**config.mk**
```make
export PLATFORM = sky130hd
export DESIGN_NAME = blink_req_scheduler
export DESIGN_NICKNAME = d
export VERILOG_FILES = /design/src/rtl/blink_req_scheduler.sv
export SDC_FILE = /design/constraint.sdc
export NUM_CORES = 1
export LEC_CHECK = 0
export ABC_CLOCK_PERIOD_IN_PS = 2000
export BUFFER_PORTS_ARGS = -buffer_cell sky130_fd_sc_hd__buf_2
export CELL_PAD_IN_SITES_DETAIL_PLACEMENT = 0
export CELL_PAD_IN_SITES_GLOBAL_PLACEMENT = 1
export CORE_AREA = 2 2 549 551
export DETAILED_ROUTE_END_ITERATION = 7
export DIE_AREA = 0 0 551 553
export GPL_TIMING_DRIVEN = 0
export PLACE_DENSITY = 0.3
export SETUP_SLACK_MARGIN = 0.2
export SKIP_CTS_REPAIR_TIMING = 1
export SLEW_MARGIN = 0
export SYNTH_ARGS = -nofsm -noshare
export SYNTH_HDL_FRONTEND = slang
export SYNTH_SLANG_ARGS = --single-unit
```
**constraint.sdc**
```tcl
create_clock -name clk -period 2 [get_ports clk]
set_input_delay 0.6 -clock clk [delete_from_list [all_inputs] [get_ports clk]]
set_output_delay 0.6 -clock clk [all_outputs]
set_load 0.05 [all_outputs]
```
**src/rtl/blink_req_scheduler.sv**
```systemverilog
// blink_req_scheduler
//   Sequencer and two-port round-robin arbiter in front of the Blink_128_128
//   iterative cipher core. One request is in flight at a time: a granted
//   request is latched onto the core operand outputs, the core is started
//   with a one-cycle load pulse, its fixed latency is counted, and the
//   result is returned with a requester tag over a valid/ready handshake.
//
// Ports
//   clk, rst              clock (rising edge), asynchronous active-low reset
//   reqX_valid/ready      request handshake for requester X (X = 0, 1)
//   reqX_enc/data/tweak   direction, input block and tweak of requester X
//   core_load             one-cycle start pulse to the core
//   core_enc/P/T          operands held stable for the whole core run
//   core_C                core result, valid CORE_LAT cycles after core_load
//   res_valid/ready       result handshake
//   res_data/tag          result block and index of the issuing requester
//   busy                  high whenever the sequencer is not idle
//
// state | meaning
// IDLE  | arbitrate and accept one request
// LOAD  | core_load pulse, counter cleared
// RUN   | counting core latency, capture core_C on the last count
// HOLD  | result presented until the consumer takes it
module blink_req_scheduler #(
    parameter int N        = 128,
    parameter int TW       = 256,
    parameter int CORE_LAT = 16,
    parameter int CW       = 5
) (
    input  logic          clk,
    input  logic          rst,
    input  logic          req0_valid,
    output logic          req0_ready,
    input  logic          req0_enc,
    input  logic [N-1:0]  req0_data,
    input  logic [TW-1:0] req0_tweak,
    input  logic          req1_valid,
    output logic          req1_ready,
    input  logic          req1_enc,
    input  logic [N-1:0]  req1_data,
    input  logic [TW-1:0] req1_tweak,
    output logic          core_load,
    output logic          core_enc,
    output logic [N-1:0]  core_P,
    output logic [TW-1:0] core_T,
    input  logic [N-1:0]  core_C,
    output logic          res_valid,
    input  logic          res_ready,
    output logic [N-1:0]  res_data,
    output logic          res_tag,
    output logic          busy
);

    typedef enum logic [1:0] {
        IDLE = 2'd0,
        LOAD = 2'd1,
        RUN  = 2'd2,
        HOLD = 2'd3
    } state_t;

    localparam logic [CW-1:0] CNT_LAST = CW'(CORE_LAT - 1);

    state_t         state_q, state_d;
    logic [CW-1:0]  cnt_q, cnt_d;
    logic           core_enc_q, core_enc_d;
    logic [N-1:0]   core_p_q, core_p_d;
    logic [TW-1:0]  core_t_q, core_t_d;
    logic           tag_q, tag_d;
    logic           last_grant_q, last_grant_d;
    logic           res_valid_q, res_valid_d;
    logic [N-1:0]   res_data_q, res_data_d;
    logic           res_tag_q, res_tag_d;
    logic           grant0, grant1;

    // On contention the requester that did not win last time is served.
    assign grant0 = req0_valid & (~req1_valid | last_grant_q);
    assign grant1 = req1_valid & (~req0_valid | ~last_grant_q);

    always_comb begin
        state_d      = state_q;
        cnt_d        = cnt_q;
        core_enc_d   = core_enc_q;
        core_p_d     = core_p_q;
        core_t_d     = core_t_q;
        tag_d        = tag_q;
        last_grant_d = last_grant_q;
        res_valid_d  = res_valid_q;
        res_data_d   = res_data_q;
        res_tag_d    = res_tag_q;
        req0_ready   = 1'b0;
        req1_ready   = 1'b0;

        case (state_q)
            IDLE: begin
                req0_ready = grant0;
                req1_ready = grant1;
                if (grant0) begin
                    core_enc_d   = req0_enc;
                    core_p_d     = req0_data;
                    core_t_d     = req0_tweak;
                    tag_d        = 1'b0;
                    last_grant_d = 1'b0;
                    state_d      = LOAD;
                end else if (grant1) begin
                    core_enc_d   = req1_enc;
                    core_p_d     = req1_data;
                    core_t_d     = req1_tweak;
                    tag_d        = 1'b1;
                    last_grant_d = 1'b1;
                    state_d      = LOAD;
                end
            end
            LOAD: begin
                cnt_d   = '0;
                state_d = RUN;
            end
            RUN: begin
                if (cnt_q == CNT_LAST) begin
                    res_data_d  = core_C;
                    res_tag_d   = tag_q;
                    res_valid_d = 1'b1;
                    state_d     = HOLD;
                end else begin
                    cnt_d = cnt_q + 1'b1;
                end
            end
            HOLD: begin
                if (res_ready) begin
                    res_valid_d = 1'b0;
                    state_d     = IDLE;
                end
            end
            default: state_d = IDLE;
        endcase
    end

    always_ff @(posedge clk or negedge rst) begin
        if (!rst) begin
            state_q      <= IDLE;
            cnt_q        <= '0;
            core_enc_q   <= 1'b0;
            core_p_q     <= '0;
            core_t_q     <= '0;
            tag_q        <= 1'b0;
            last_grant_q <= 1'b1;
            res_valid_q  <= 1'b0;
            res_data_q   <= '0;
            res_tag_q    <= 1'b0;
        end else begin
            state_q      <= state_d;
            cnt_q        <= cnt_d;
            core_enc_q   <= core_enc_d;
            core_p_q     <= core_p_d;
            core_t_q     <= core_t_d;
            tag_q        <= tag_d;
            last_grant_q <= last_grant_d;
            res_valid_q  <= res_valid_d;
            res_data_q   <= res_data_d;
            res_tag_q    <= res_tag_d;
        end
    end

    assign core_load = (state_q == LOAD);
    assign busy      = (state_q != IDLE);
    assign core_enc  = core_enc_q;
    assign core_P    = core_p_q;
    assign core_T    = core_t_q;
    assign res_valid = res_valid_q;
    assign res_data  = res_data_q;
    assign res_tag   = res_tag_q;

endmodule

```
==> impl_metrics.ini <==
[timing]
finalCriticalPeriod_ps = 2670
relSlewSlack = 0.271
unrepaired_setup_endpoints_after_global_routing = true
final_max_slew_viol_count = 0
fmax_mhz = 375
finalCritPeriodShare = 1.33
finalSetupTns_ps = -85520
finalSetupViolCount = 786
worst_clock_skew_ps = 49.3
timing_worst_slew_pin_value_ps = 1090
postLayoutSetupSlackWorst_ps = -669
endpoints_failing_hold = 66
hold_slack_ps = -356

[clock_tree]
cts.path.max_buffers = 4
clk-insertion-delay-late_ps = 810
cts-htree-levels = 3
cts_buffers = 87
cts_tree = built
clock-root-buffer = clkbuf_16
cts_num_sinks = 524
clk_pin_slew_ps = 60

[setup_path]
critical_path.startpoint_type = flip-flop
cell_with_the_largest_stage_delay_on_the_worst_path = dfstp_2
timing.critical_path.slowest_cell_delay_ps = 530
worst_path_dominant_cell_family = flip-flops
worstPathArrival_ps = 2070
cp.buffers_inverters = 3
path_class = reg2out
path_cells = and2b_1 -> buf_12 -> buf_16 -> nor3_4 -> buf_6
critPathCaptureType = primary output
crit_path_max_fanout = 3
required_ps = 1400

[routing]
detail-route-antenna-nets = 0
drt-initial-drc-count = 1788
detail_route.wl_per_cell_um = 29.6
total_drc_errors_in_the_routed_layout = 0
dr_total_vias = 29000
dr.pass1.iters = 6
wl_mm = 244
vias_per_cell = 3.52

[synth]
synth_fp_nets = 3427
yosys.area.top_type_share = 0.543
netlist.top_cell.by_area = dfrtp_1
top_post_synthesis_cells_by_area = dfrtp_1, a31oi_1, a21oi_1
avgSynthCellArea_um2 = 9.56
synth.distinct_cells = 37
synth_sequential_area_ratio = 0.545
synth_warnings = 0
cell_area_after_technology_mapping_mm2 = 0.0241
synth_cells = 2518
synthFlopType = dfrtp_1
synth-edff-count = 0
async_reset_ff_frac = 1.00
synthesis_stage_register_bit_count = 524

[layout]
non_filler_cells_in_the_finished_layout = 8236
finish.utilization = 0.140
layout-drive-gt1-share = 0.490
filler_cell_count_in_the_final_layout = 34600
flow.area_growth_from_synthesis_pct = 73.9
nNetsFinal = 5042
footprint_of_the_multi_input_gates_mm2 = 0.0100
register_area_mm2 = 0.0131

[global_routing]
grt_pass1_vias = 29500
wire_length_of_the_first_global_routing_pass_mm = 308
globalRoute.totalOverflow = 0
gr-usage-all-layers = 0.152
initial_antenna_violation_count = 247
grt_start_max_net_pins = 96

[floorplanning]
dieWidth_um = 551
floorplan.rows = 201
initial_utilization = 0.0806
die_h_um = 553
core_area_mm2 = 0.299
io_pins = 1422
fp.dieArea_mm2 = 0.305

[power]
irDropWorstVdd_mv = 0.717
p_leak_uw = 0.0177
report.power.total_uw = 74100
powerDensity_mw_per_mm2 = 1770

[place]
portBuffers = 1421
post-place-cells = 7904
routability_cong = 0.857
dp.final_hpwl_mm = 201

[min_path]
worstHoldPathType = in2async

[flow_run]
max_cap_violations = 0

[run_status]
failed_checks = negative hold slack, negative setup slack
outcome = finished with violations
==> worst reg2reg max path, stage by stage (launching register included) <==
cell	delay, ps
dfstp_2	530
and2b_1	200
buf_12	130
buf_4	170
buf_6	160
buf_8	180
buf_4	240
o21ai_0	490
a21oi_1	130
==> state kept, by name, indices dropped and copies added, names as in the netlist <==
signal and cells:
res_tag 1, res_valid 1, res_data 128, core_T 256
core_P 128, core_enc 1, last_grant_q 1, state_q 2
cnt_q 5, tag_q 1
==> layer usage <==
metal / up-vias / GRT usage / part of all wire
li1: 12500 / - / -
met3: 466 / 0.0670 / 0.10
met4: 140 / 0.0441 / 0.032
met5: - / 0 / 0.0036
met2: 1509 / 0.265 / 0.49
met1: 14300 / 0.166 / 0.37
==> area by class of cell <==
cell class,count,share of cell area
repair buffers,1526,0.204
multi-input cells,1712,0.239
flip-flops and latches,524,0.313
clock buffers,127,0.0604
diodes,87,0.00520
inverters,9,0.000986
well taps,3958,0.118
plain buffers,273,0.0529
clock inverters,20,0.00604
==> synth_stat cells (6+ instances only) <==
library cell and instances:
nor2_1 388, dfrtp_1 523, ha_1 6, a31oi_1 386, o21ai_0 344, clkbuf_1 53, buf_2 157, inv_1 8
o21ai_1 44, buf_4 53, a21oi_1 388, mux2_2 129
==> kinds of logic (layout without fill, tap and decap cells) <==
family,Yosys count,in the layout,share of synthesized area
buf+inv,282,1955,0.0617
compound gates,1173,1173,0.266
simple gates,400,400,0.0632
mux,131,131,0.0612
xor+xnor,2,2,0.000728
fa+ha+maj,6,6,0.00312
flops,524,524,0.545
other cells,0,87,0
==> placed cells by master, fill, tap and decap left out, types with 11 or more instances in the layout <==
cell type / n
dlygate4sd3_1: 62
clkbuf_16: 97
clkbuf_4: 15
clkbuf_8: 18
buf_8: 24
nor2_1: 353
a31oi_1: 379
mux2_2: 129
buf_12: 27
buf_4: 49
buf_6: 42
o21ai_2: 24
buf_16: 11
o21ai_1: 76
clkbuf_1: 58
diode_2: 87
a21oi_1: 368
nor2_4: 17
a21oi_2: 19
dfrtp_1: 523
nor2_2: 18
buf_2: 1513
o21ai_0: 282
==> stage by stage <==
stage | instance area (um2) | worst slack (ps)
2_1_floorplan | 24200 | -108
5_1_grt | 41800 | -806
3_3_place_gp | 36200 | -14400
6_report | 41900 | -669
4_1_cts | 39200 | -1290
3_5_place_dp | 36500 | -1840
==> report_power, final <==
part / total, uW / switching, uW / internal, uW / leakage (uW)
sequential: 17500 / 2680 / 14900 / 0.00592
clock: 15700 / 6450 / 9240 / 0.00137
combinational: 40900 / 30300 / 10600 / 0.0104
total: 74100 / 39400 / 34700 / 0.0177
==> worst paths after layout <==
kind / from / endpoint / slack (ps) / cells past startpoint
min in group clk: req1_tweak[190] / core_T[190] / 50 / 3
setup / recovery: last_grant_q / req0_ready / -670 / 5
setup reg to reg: last_grant_q / core_T[86] / -380 / 8
hold reg to reg: res_tag / res_tag / 490 / 2
max in group asynchronous: rst / core_P[67] / 370 / 4
hold / removal: rst / res_data[42] / -360 / 1
Power figures use the tool's default switching activity.
